$ cat src/rtl/stream_pkg.sv
// Shared types for the stream_reduce slice.
//   state_e      : control FSM states of the reducer
//   DefaultWidth : default data/sum/count width
//   beat_t       : one upstream beat (valid, done, data) at the default width
package stream_pkg;

    localparam int unsigned DefaultWidth = 32;

    typedef enum logic [1:0] {
        StIdle,
        StLaunch,
        StAccum,
        StEmit
    } state_e;

    typedef struct packed {
        logic                    valid;
        logic                    done;
        logic [DefaultWidth-1:0] data;
    } beat_t;

endpackage

$ cat src/rtl/stream_reduce_acc.sv
// Accumulator datapath for stream_reduce: wrapping signed sum and unsigned beat count,
// plus signed min/max when STREAM_REDUCE_MINMAX_EN is defined.
// Ports:
//   clk_i, rst_i        : clock, asynchronous active-high reset
//   clear_i             : zero all accumulators on the next edge (wins over acc_en_i)
//   acc_en_i            : fold data_i into the accumulators on the next edge
//   data_i              : signed input value
//   sum_o, count_o      : running sum and beat count
//   min_o, max_o        : running signed min/max (STREAM_REDUCE_MINMAX_EN only)
module stream_reduce_acc
    import stream_pkg::*;
#(
    parameter int unsigned WIDTH = DefaultWidth
) (
    input  logic             clk_i,
    input  logic             rst_i,
    input  logic             clear_i,
    input  logic             acc_en_i,
    input  logic [WIDTH-1:0] data_i,
`ifdef STREAM_REDUCE_MINMAX_EN
    output logic [WIDTH-1:0] min_o,
    output logic [WIDTH-1:0] max_o,
`endif
    output logic [WIDTH-1:0] sum_o,
    output logic [WIDTH-1:0] count_o
);

    logic [WIDTH-1:0] sum_q, sum_d;
    logic [WIDTH-1:0] count_q, count_d;

    // Plain modular adds: both sum and count wrap by design.
    always_comb begin
        sum_d   = sum_q;
        count_d = count_q;
        if (clear_i) begin
            sum_d   = '0;
            count_d = '0;
        end else if (acc_en_i) begin
            sum_d   = sum_q + data_i;
            count_d = count_q + WIDTH'(1);
        end
    end

    always_ff @(posedge clk_i or posedge rst_i) begin
        if (rst_i) begin
            sum_q   <= '0;
            count_q <= '0;
        end else begin
            sum_q   <= sum_d;
            count_q <= count_d;
        end
    end

    assign sum_o   = sum_q;
    assign count_o = count_q;

`ifdef STREAM_REDUCE_MINMAX_EN
    logic             seen_q, seen_d;
    logic [WIDTH-1:0] min_q, min_d;
    logic [WIDTH-1:0] max_q, max_d;

    // seen_q marks that min/max hold a real sample; until then the first beat seeds both,
    // and an empty stream leaves them at the cleared value of 0.
    always_comb begin
        seen_d = seen_q;
        min_d  = min_q;
        max_d  = max_q;
        if (clear_i) begin
            seen_d = 1'b0;
            min_d  = '0;
            max_d  = '0;
        end else if (acc_en_i) begin
            seen_d = 1'b1;
            if (!seen_q || ($signed(data_i) < $signed(min_q))) begin
                min_d = data_i;
            end
            if (!seen_q || ($signed(data_i) > $signed(max_q))) begin
                max_d = data_i;
            end
        end
    end

    always_ff @(posedge clk_i or posedge rst_i) begin
        if (rst_i) begin
            seen_q <= 1'b0;
            min_q  <= '0;
            max_q  <= '0;
        end else begin
            seen_q <= seen_d;
            min_q  <= min_d;
            max_q  <= max_d;
        end
    end

    assign min_o = min_q;
    assign max_o = max_q;
`endif

endmodule

$ cat src/rtl/stream_reduce.sv
// Stream reducer: launches an upstream range-style generator, drains its
// valid/done stream and returns one result beat (sum and count of up_0).
// Optional macro STREAM_REDUCE_MINMAX_EN adds signed min (_2) and max (_3) outputs.
// Ports:
//   _clock, _reset       : clock, asynchronous active-high reset
//   _start               : request; honoured only when idle
//   _ready               : downstream accepts the result beat
//   _valid, _done        : result beat valid (both asserted together)
//   _0, _1               : signed sum, unsigned beat count
//   _2, _3               : signed min, max (STREAM_REDUCE_MINMAX_EN only)
//   up_start, up_ready   : launch pulse and ready toward upstream
//   up_valid, up_done    : upstream beat valid / end of stream
//   up_0                 : upstream data
module stream_reduce
    import stream_pkg::*;
#(
    parameter int unsigned WIDTH = DefaultWidth
) (
    input  logic             _clock,
    input  logic             _reset,
    input  logic             _start,
    input  logic             _ready,
    output logic             _valid,
    output logic             _done,
    output logic [WIDTH-1:0] _0,
    output logic [WIDTH-1:0] _1,
`ifdef STREAM_REDUCE_MINMAX_EN
    output logic [WIDTH-1:0] _2,
    output logic [WIDTH-1:0] _3,
`endif
    output logic             up_start,
    output logic             up_ready,
    input  logic             up_valid,
    input  logic             up_done,
    input  logic [WIDTH-1:0] up_0
);

    state_e state_q, state_d;
    logic   up_start_q, up_start_d;
    logic   up_ready_q, up_ready_d;
    logic   valid_q, valid_d;
    logic   acc_clear;
    logic   acc_en;

    always_comb begin
        state_d   = state_q;
        acc_clear = 1'b0;
        acc_en    = 1'b0;
        unique case (state_q)
            StIdle: begin
                if (_start) begin
                    acc_clear = 1'b1;
                    state_d   = StLaunch;
                end
            end
            StLaunch: state_d = StAccum;
            StAccum: begin
                // A beat arriving with up_done is still folded in before leaving.
                acc_en = up_valid;
                if (up_done) begin
                    state_d = StEmit;
                end
            end
            StEmit: begin
                if (_ready) begin
                    state_d = StIdle;
                end
            end
        endcase

        // Outputs are registered decodes of the state being entered.
        up_start_d = (state_d == StLaunch);
        up_ready_d = (state_d == StAccum);
        valid_d    = (state_d == StEmit);
    end

    always_ff @(posedge _clock or posedge _reset) begin
        if (_reset) begin
            state_q    <= StIdle;
            up_start_q <= 1'b0;
            up_ready_q <= 1'b0;
            valid_q    <= 1'b0;
        end else begin
            state_q    <= state_d;
            up_start_q <= up_start_d;
            up_ready_q <= up_ready_d;
            valid_q    <= valid_d;
        end
    end

    stream_reduce_acc #(
        .WIDTH(WIDTH)
    ) u_acc (
        .clk_i   (_clock),
        .rst_i   (_reset),
        .clear_i (acc_clear),
        .acc_en_i(acc_en),
        .data_i  (up_0),
`ifdef STREAM_REDUCE_MINMAX_EN
        .min_o   (_2),
        .max_o   (_3),
`endif
        .sum_o   (_0),
        .count_o (_1)
    );

    assign up_start = up_start_q;
    assign up_ready = up_ready_q;
    assign _valid   = valid_q;
    assign _done    = valid_q;

endmodule

$ cat config.mk
export PLATFORM = sky130hd
export DESIGN_NAME = stream_reduce
export DESIGN_NICKNAME = d
export VERILOG_FILES = /design/src/rtl/stream_pkg.sv /design/src/rtl/stream_reduce_acc.sv /design/src/rtl/stream_reduce.sv
export SDC_FILE = /design/constraint.sdc
export NUM_CORES = 1
export LEC_CHECK = 0
export ABC_AREA = 1
export BUFFER_PORTS_ARGS = -buffer_cell sky130_fd_sc_hd__buf_2
export CELL_PAD_IN_SITES_DETAIL_PLACEMENT = 1
export CELL_PAD_IN_SITES_GLOBAL_PLACEMENT = 1
export CORE_MARGIN = 8
export CORE_UTILIZATION = 40
export CTS_BUF_LIST = sky130_fd_sc_hd__clkbuf_4
export DETAILED_ROUTE_END_ITERATION = 7
export PLACE_DENSITY = 0.94
export SLEW_MARGIN = 20
export SYNTH_ARGS = -nofsm -noshare
export SYNTH_HDL_FRONTEND = slang
export SYNTH_SLANG_ARGS = --single-unit
$ cat constraint.sdc
create_clock -name _clock -period 2 [get_ports _clock]
set_input_delay 0.1 -clock _clock [delete_from_list [all_inputs] [get_ports _clock]]
set_output_delay 0.1 -clock _clock [all_outputs]
set_load 0.005 [all_outputs]
==> flow_summary_export.csv <==
group,metric,value,unit
die,initial_core_util,0.409,
layout,final_common_cell,"nand2_1",
status,outcome,"finished with violations",
worst_hold_path,worstHoldPathType,"in2reg",
drt,antenna_left,0,
logic_synthesis,synth_cell_type_count,43,
logic_synthesis,synth_seq_cells,69,
drt,viasPerCell,5.33,
die,die_x,135,µm
worst_setup_path,arrival,2.40,ns
sta,fin_ws,-0.0614,ns
logic_synthesis,seq_area_frac_synth,0.305,
sta,clock_skew,0.0285,ns
logic_synthesis,syn-num-nets,977,
sta,slew_violations,0,
placed_design,place.gp.congestion,0.917,
power,p_int,3.97,mW
power,swShare,0.524,
layout,fill_cells,1900,
global_route,grt_start_max_net_pins,32,
power,p_per_area,1170,nW/µm²
worst_setup_path,worstSetupEndpointType,"flip-flop",
die,num_io_pins,106,
layout,nNetsFinal,1115,
layout,finalNonFillerCells,1230,
placed_design,placedCellCount,1199,
global_route,antenna_found_initial,1,
sta,worst_slew_pin_slew,0.697,ns
logic_synthesis,postSynthAreaPerCell,6.24,µm²
sta,slew_headroom,0.534,
sta,fin_crit_sh,1.03,
drt,dr.first_iter.drc_count,299,
sta,rsz0062_at_grt,"true",
worst_setup_path,cp_max_fo,4,
drt,drc_errors,0,
cts,cts_buffer_depth,2,
logic_synthesis,synth_area_leaders,"dfrtp_1, nand2_1, inv_1, ha_1, nand3_1",
worst_setup_path,start_kind,"flip-flop",
global_route,track_usage,0.225,
worst_setup_path,r2r_start,"u_acc.sum_o[0]",
drt,vias,6550,
worst_setup_path,crit_type,"reg2reg",
sta,max_freq,485,MHz
power,p_leak,4.09,nW
worst_setup_path,rrSetupSlack,-0.06,ns
global_route,grt_pass1_vias,6609,
power,combinationalPowerShare,0.633,
worst_setup_path,cp-endpoint,"u_acc.sum_o[28]",
die,die_y,135,µm
flow_run,drv_cap,0,
power,pwr-share-seq,0.253,
status,failed_checks,"negative setup slack",
worst_setup_path,startpoint,"u_acc.sum_o[0]",
power,switchingPower,4.37,mW
cts,cts-buffers-inserted,9,
drt,routed_wirelength,22.3,mm
die,design.core.area,13800,µm²
die,dieArea,18200,µm²
logic_synthesis,synth_warnings,0,
global_route,grt-ovfl-total,0,
cts,clk_pin_slew_worst_paths,0.15,ns
sta,period_minus_slack,2.06,ns
power,clkPwrFrac,0.113,
placed_design,post-place-ws,-0.101,ns
power,ir_worst_vdd,0.000335,V
cts,h-tree-depth,3,
drt,post_drt_wl_per_cell,18.1,µm
logic_synthesis,synthesis.area,5650,µm²
logic_synthesis,synth_top_area_cell,"dfrtp_1",
sta,tns,-0.0614,ns
die,fp-row-count,43,
worst_setup_path,reg2regPathDepth,13,
global_route,grt_pass1_wl,33.0,mm
sta,finalHoldViolCount,0,
cts,root_buffer,"clkbuf_4",
cts,clkSinkCount,69,
drt,dr.pass1.iters,5,
worst_setup_path,worstReg2RegEnd,"u_acc.sum_o[28]",
placed_design,io_buffers,105,
logic_synthesis,netlist.area_leader.share,0.305,
cts,clock_latency,0.47,ns
layout,area_growth,26.0,%
worst_setup_path,required,2.34,ns
placed_design,hpwl,16.0,mm
logic_synthesis,syn_inst,906,
cts,cts_tree,"done",
layout,final_layout_size_suffix_gt1_frac,0.246,
sta,finalSetupViolations,1,
layout,final_cell_mix,"nand2_1, inv_1, buf_2",
## power by group through the flow
stage               clock (mW)  sequential [mW]  combinational [mW]
finish                   0.947             2.11                5.28
floorplan                    0             2.05                2.85
CTS                      0.954             2.06                4.55
global placement             0             2.05                4.24
detailed placement           0             2.08                4.45
global route              1.00             2.15                5.80
## registers in the layout (all words and copies together) (netlist names)
register	count
u_acc.count_o	32
u_acc.sum_o	32
state_q	2
_done	1
up_ready	1
up_start	1
## critical path, stage by stage, from the launching register on
cell and delay (ns):
dfrtp_1 0.40, ha_2 0.20, inv_1 0.07, fa_2 0.40, inv_4 0.11, nand3_4 0.07
nand3_4 0.09, nand3_2 0.10, nand3_4 0.11, nand2_1 0.08, nand2_1 0.07, nand2_1 0.06
nand3_1 0.08, nand2_1 0.11
## layer usage
layer,wire length [µm],GRT usage
met1,9220,0.259
met4,782,0.0830
met5,0,0
met3,1010,0.0453
met2,11300,0.400
## synth_stat cells, drive strengths merged
cell type	n
nand2	353
nor3	20
a211oi	1
nor2	86
a22o	1
o21ai	28
o31ai	1
or2	2
clkbuf	1
a31oi	1
nand3	65
a21oi	48
fa	1
clkinv	2
ha	32
a21o	2
o21a	1
o21bai	3
xor2	1
a32o	3
inv	156
dfrtp	69
nand4	13
o22ai	1
nand3b	2
buf	10
and3	1
nor3b	1
xnor2	1
## stage by stage
stage | util | hold WS (ns) | power [mW] | cell area, µm²
floorplan | - | 0.247 | 4.90 | 5650
global placement | 0.470 | 0.252 | 6.29 | 6500
detailed placement | 0.470 | 0.253 | 6.52 | 6500
CTS | 0.485 | 0.00269 | 7.56 | 6710
global route | 0.515 | 0.0260 | 8.95 | 7120
finish | 0.515 | 0.0364 | 8.34 | 7120
## what timing repair did
action | in CTS | in global routing
hold buffers | 4 | 0
resized for setup | 10 | 74
buffers inserted | 0 | 10
endpoints found under the hold margin | 27 | 0
pin swaps | 0 | 8
setup endpoints to repair | 9 | 23
## worst min-delay path by stage
stage / slack [ns] / cells after the start / endpoint / start
finish: 0.04 / 5 / u_acc.sum_o[31] / up_0[31]
global route: 0.03 / 3 / u_acc.sum_o[0] / up_0[0]
floorplan: 0.25 / 2 / _done / up_done
global placement: 0.25 / 2 / u_acc.sum_o[27] / _reset
CTS: 0.003 / 5 / u_acc.sum_o[31] / up_0[31]
detailed placement: 0.25 / 2 / u_acc.sum_o[29] / _reset
## kinds of logic after synthesis
kind of cell	after synthesis	synth area share
flip-flops	69	0.305
buffers and inverters	169	0.116
AO/OA/AOI/OAI	90	0.0883
AND/OR/NAND/NOR	543	0.413
adder cells (fa/ha/maj)	33	0.0744
XOR/XNOR	2	0.00310
## cell type report
| type | count | area [µm²] | share of cell area |
|---|---|---|---|
| diodes | 1 | 2.50 | 0.000351 |
| clock buffers | 9 | 67.6 | 0.00949 |
| clock inverters | 7 | 58.8 | 0.00826 |
| inverters | 158 | 597 | 0.0838 |
| multi-input cells | 668 | 3650 | 0.512 |
| flip-flops and latches | 69 | 1730 | 0.242 |
| well taps | 180 | 225 | 0.0316 |
| repair buffers | 138 | 796 | 0.112 |
Note: power is estimated with default switching activity, not from simulation.
